==> src/rtl/vend_pkg.sv <==
// Shared constants for the vending key front end.
// Channel index order doubles as release priority.
package vend_pkg;

  localparam int NUM_KEYS         = 5;
  localparam int KEY_N            = 0;
  localparam int KEY_D            = 1;
  localparam int KEY_ITEM1        = 2;
  localparam int KEY_ITEM2        = 3;
  localparam int KEY_PUSH         = 4;
  localparam int DEBOUNCE_DEFAULT = 250000;

endpackage

==> src/rtl/key_debounce.sv <==
// One key channel: 2-flop synchroniser, debounce counter,
// combinational pulse on the edge the debounced level rises.
module key_debounce
  import vend_pkg::*;
#(
  parameter int DEBOUNCE_CYCLES = DEBOUNCE_DEFAULT
) (
  input  logic clk,
  input  logic rst_n,
  input  logic i_raw,
  output logic o_rise
);

  localparam int CNT_W = $clog2(DEBOUNCE_CYCLES + 1);
  localparam logic [CNT_W-1:0] CNT_LAST =
    CNT_W'(DEBOUNCE_CYCLES - 1);

  logic             r_sync1;
  logic             r_sync2;
  logic             r_deb;
  logic [CNT_W-1:0] r_cnt;
  logic             w_flip;

  assign w_flip = (r_sync2 != r_deb) && (r_cnt == CNT_LAST);
  assign o_rise = w_flip & r_sync2;

  // Synchronise, then flip the debounced level after a stable run
  always_ff @(posedge clk or negedge rst_n) begin
    if (!rst_n) begin
      r_sync1 <= 1'b0;
      r_sync2 <= 1'b0;
      r_deb   <= 1'b0;
      r_cnt   <= '0;
    end else begin
      r_sync1 <= i_raw;
      r_sync2 <= r_sync1;
      if (r_sync2 == r_deb) begin
        r_cnt <= '0;
      end else if (w_flip) begin
        r_deb <= r_sync2;
        r_cnt <= '0;
      end else begin
        r_cnt <= r_cnt + 1'b1;
      end
    end
  end

endmodule

==> src/rtl/vend_key_conditioner.sv <==
// Vending key conditioner: five debounced keys, one pulse per clock.
// Define VEND_KEY_STATS_EN to enable nickel/dime counters.
module vend_key_conditioner
  import vend_pkg::*;
#(
  parameter int DEBOUNCE_CYCLES = DEBOUNCE_DEFAULT
) (
  input  logic       clk,
  input  logic       rst_n,
  input  logic       n_raw,
  input  logic       d_raw,
  input  logic       item1_raw,
  input  logic       item2_raw,
  input  logic       push_raw,
  output logic       N,
  output logic       D,
  output logic       item1,
  output logic       item2,
  output logic       push,
  output logic       busy,
  output logic [7:0] nickel_cnt,
  output logic [7:0] dime_cnt
);

  logic [NUM_KEYS-1:0] w_raw;
  logic [NUM_KEYS-1:0] w_rise;
  logic [NUM_KEYS-1:0] w_grant;
  logic [NUM_KEYS-1:0] w_pend_nxt;
  logic [NUM_KEYS-1:0] r_pend;
  logic [NUM_KEYS-1:0] r_out;
  logic                r_busy;

  assign w_raw[KEY_N]     = n_raw;
  assign w_raw[KEY_D]     = d_raw;
  assign w_raw[KEY_ITEM1] = item1_raw;
  assign w_raw[KEY_ITEM2] = item2_raw;
  assign w_raw[KEY_PUSH]  = push_raw;

  for (genvar g = 0; g < NUM_KEYS; g++) begin : g_key
    key_debounce #(
      .DEBOUNCE_CYCLES (DEBOUNCE_CYCLES)
    ) u_deb (
      .clk    (clk),
      .rst_n  (rst_n),
      .i_raw  (w_raw[g]),
      .o_rise (w_rise[g])
    );
  end

  // Lowest index wins; a rise on the granted bit keeps it pending
  assign w_grant    = r_pend & (~r_pend + 1'b1);
  assign w_pend_nxt = (r_pend & ~w_grant) | w_rise;

  // Pending flags, one-hot output pulse and busy
  always_ff @(posedge clk or negedge rst_n) begin
    if (!rst_n) begin
      r_pend <= '0;
      r_out  <= '0;
      r_busy <= 1'b0;
    end else begin
      r_pend <= w_pend_nxt;
      r_out  <= w_grant;
      r_busy <= |w_pend_nxt;
    end
  end

  assign N     = r_out[KEY_N];
  assign D     = r_out[KEY_D];
  assign item1 = r_out[KEY_ITEM1];
  assign item2 = r_out[KEY_ITEM2];
  assign push  = r_out[KEY_PUSH];
  assign busy  = r_busy;

`ifdef VEND_KEY_STATS_EN
  logic [7:0] r_ncnt;
  logic [7:0] r_dcnt;

  // Saturating coin counters, bumped with each released coin
  always_ff @(posedge clk or negedge rst_n) begin
    if (!rst_n) begin
      r_ncnt <= '0;
      r_dcnt <= '0;
    end else begin
      if (w_grant[KEY_N] && r_ncnt != 8'hFF)
        r_ncnt <= r_ncnt + 8'd1;
      if (w_grant[KEY_D] && r_dcnt != 8'hFF)
        r_dcnt <= r_dcnt + 8'd1;
    end
  end

  assign nickel_cnt = r_ncnt;
  assign dime_cnt   = r_dcnt;
`else
  assign nickel_cnt = 8'd0;
  assign dime_cnt   = 8'd0;
`endif

endmodule

==> config.mk <==
export PLATFORM = sky130hd
export DESIGN_NAME = vend_key_conditioner
export DESIGN_NICKNAME = d
export VERILOG_FILES = /design/src/rtl/vend_pkg.sv /design/src/rtl/key_debounce.sv /design/src/rtl/vend_key_conditioner.sv
export SDC_FILE = /design/constraint.sdc
export NUM_CORES = 1
export LEC_CHECK = 0
export ABC_CLOCK_PERIOD_IN_PS = 1700
export CAP_MARGIN = 20
export CORE_MARGIN = 8
export CORE_UTILIZATION = 56
export CTS_BUF_LIST = sky130_fd_sc_hd__clkbuf_8
export CTS_CLUSTER_DIAMETER = 40
export DETAILED_ROUTE_END_ITERATION = 12
export GPL_ROUTABILITY_DRIVEN = 0
export MAX_ROUTING_LAYER = met4
export PLACE_DENSITY = 0.81
export SLEW_MARGIN = 20
export SYNTH_ARGS = -nofsm -noshare
export SYNTH_HDL_FRONTEND = slang
export SYNTH_SLANG_ARGS = --single-unit
==> constraint.sdc <==
create_clock -name clk -period 1.7 [get_ports clk]
set_input_delay 0.34 -clock clk [delete_from_list [all_inputs] [get_ports clk]]
set_output_delay 0.34 -clock clk [all_outputs]
set_load 0.02 [all_outputs]
==> results.cfg <==
[die]
start_util = 0.579
die_height_um = 114
dieArea_um2 = 13000
die_w_um = 114
core_area_um2 = 9280
ioPinCount = 29
num_rows = 35

[layout]
nets = 590
filler_cell_count = 666
drive_gt1_frac = 0.165
utilization = 0.686
syn_to_final_growth_pct = 18.5
diodes = 0

[worst_setup_path]
cp_data_required_time_ns = 1.99
slowest_stage = or4_1
cp_max_fo = 4
crit_type = flip-flop to flip-flop
path_cells = or3_4 > o21ai_1 > o21ai_2 > or4_1
crit_arrival_ns = 1.96
slowest_delay_ns = 0.49
cp-end-kind = flip-flop
start_kind = flip-flop

[sta]
fin_crit_ns = 1.67
timing.final.ws_setup_ns = 0.0277
finalHoldViolations = 0
fmax_ghz = 0.598
tns_ns = 0
min_period_over_period = 0.984
skew_ns = 0.0147
slew_viol_final = 0
report.final.setup_viol = 0
rsz0062_at_grt = true

[routing]
first_pass_iters = 5
vias_per_cell = 5.25
routed_wl_mm = 9.72
drtAntennaViolNets = 0
vias = 3773
routedWlPerCell_um = 13.5
post-route-drc-count = 0
drt_iter0_drc = 126

[yosys]
synth_top_flop_cell = dfrtp_1
async_flop_share = 1.00
synth_warnings = 0
avgSynthCellArea_um2 = 10.3
synth.distinct_cells = 47
synth_edf_count = 0
ys_seq_area_frac = 0.540
synth_top_area_frac = 0.540
syn-cell-area_um2 = 5380
synthCells = 520
ys_seq_elements = 116
netlist.top_cell.by_area = dfrtp_1
synth_area_leaders = dfrtp_1, xor2_1, nor2_1

[cts]
root_buffer = clkbuf_8
clk_latency_ns = 0.43
h-tree-depth = 4
cts_tree = yes
clock-sinks = 116
cts_buffers = 17
clock_path_buffers = 2
clkTransAtPathRegs_ns = 0.07

[power_and_ir_drop]
peakVddDrop_mv = 0.768
p_leak_nw = 2.94
switching_power_w = 0.00125
power.density_nw_per_um2 = 891
intPower_w = 0.00443
clkPwrFrac = 0.457
p_comb_frac = 0.043
p_seq_frac = 0.499
swShare = 0.219

[run_status]
status = completed

[placement]
dp_hpwl_mm = 6.62
pre_cts_slack_ns = 0.00753
portBuffers = 12

[global_routing]
antenna_found_initial = 0
overflow = 0
grt_max_degree = 74
grt_pass1_wl_mm = 16.7
grt_pass1_vias = 3731
grt_use_total = 0.164

[hold_path]
hold_class = input port to flip-flop

[run]
maxCapViolCount = 0
flip-flops by register name, summed over array words and instances, names as in the netlist:
signal / flops
busy: 1
g_key.u_deb.r_deb: 5
g_key.u_deb.r_sync1: 5
r_pend: 5
r_out: 5
g_key.u_deb.r_cnt: 90
g_key.u_deb.r_sync2: 5
area by class of cell:
type                    instances  area [µm²]  area share
well taps                     129         161      0.0253
flip-flops and latches        116        2900       0.456
clock inverters                10         133      0.0208
multi-input cells             384        2380       0.374
inverters                       9        33.8     0.00530
repair buffers                 50         480      0.0754
clock buffers                  20         275      0.0432
per-stage QoR:
stage | instances | instance area (µm²) | power (W) | hold slack (ns)
global placement | 682 | 5860 | 0.00311 | 0.336
global route | 718 | 6370 | 0.00588 | 0.342
detailed placement | 682 | 5860 | 0.00312 | 0.335
finish | 718 | 6370 | 0.00568 | 0.347
floorplan | 535 | 5440 | 0.00302 | 0.0444
CTS | 714 | 6270 | 0.00572 | 0.330
cells in the mapped netlist (2+ instances only):
library cell,count
dfrtp_1,116
nor2_1,99
xor2_1,43
xnor2_1,37
nand2_1,33
nand3_1,32
and3_1,20
buf_4,17
nand4_1,17
nor3_1,10
inv_1,9
and4_1,8
nor4_1,8
o21ai_0,8
a21oi_1,5
buf_2,5
ha_1,5
and2_1,4
mux2_2,4
or3_1,4
nor3b_1,3
or4_1,3
and4b_1,2
clkbuf_1,2
nand2_2,2
nand3b_1,2
nand4b_1,2
cell families after synthesis:
logic type               Yosys count  synth area share
AND/OR/NAND/NOR                  263             0.253
flip-flops                       116             0.540
XOR/XNOR                          80             0.130
buffers and inverters             35            0.0391
AO/OA/AOI/OAI                     15            0.0151
adder cells (fa/ha/maj)            5            0.0116
multiplexers                       5            0.0102
other                              1          0.000697
path summary, 6_finish.rpt:
| path | start | to | slack, ns | depth (start not counted) |
|---|---|---|---|---|
| max | r_pend[0] | busy | 0.03 | 4 |
| min | n_raw | g_key[0].u_deb.r_sync1 | 0.35 | 1 |
| max reg2reg | r_pend[0] | busy | 0.03 | 4 |
| min reg2reg | g_key[0].u_deb.r_sync1 | g_key[0].u_deb.r_sync2 | 0.35 | 0 |
| max in group asynchronous | rst_n | g_key[4].u_deb.r_sync1 | 0.91 | 3 |
| min in group asynchronous | rst_n | g_key[1].u_deb.r_cnt[7] | 0.42 | 3 |
power groups by stage:
stage	sequential [W]	combinational (W)	clock (W)
5_1_grt	0.00284	0.000277	0.00277
3_3_place_gp	0.00288	0.000229	0
2_1_floorplan	0.00288	0.000137	0
6_report	0.00284	0.000246	0.00260
4_1_cts	0.00283	0.000238	0.00265
3_5_place_dp	0.00289	0.000234	0
timing repair:
action,CTS,global route
cloned,0,0
resized for setup,6,18
hold buffers,1,0
setup buffers,1,4
setup endpoints to repair,6,58
pin swaps,0,7
hold endpoints to repair,116,0
worst max-delay path, delay by kind of cell, from the launching register on:
family | cells | cell delay [ns]
compound gates | 2 | 0.26
flops | 1 | 0.38
simple gates | 2 | 0.90
placed cells by master (no fill, tap or decap), types with 17 or more instances in the layout:
cell / synthesis / routed
nand2_1: 33 / 33
dfrtp_1: 116 / 115
and3_1: 20 / 19
xnor2_1: 37 / 37
xor2_1: 43 / 43
buf_4: 17 / 31
nand4_1: 17 / 17
nor2_1: 99 / 97
nand3_1: 32 / 29
clkbuf_8: 0 / 20
per-layer routing:
| metal | global-route usage | vias to the layer above | part of all wire |
|---|---|---|---|
| met3 | 0.0475 | 12 | 0.043 |
| met2 | 0.262 | 61 | 0.49 |
| met1 | 0.194 | 1849 | 0.45 |
| met4 | 0.0621 | 0 | 0.015 |
| met5 | - | - | 0 |
| li1 | - | 1851 | - |
Power figures use the tool's default switching activity.
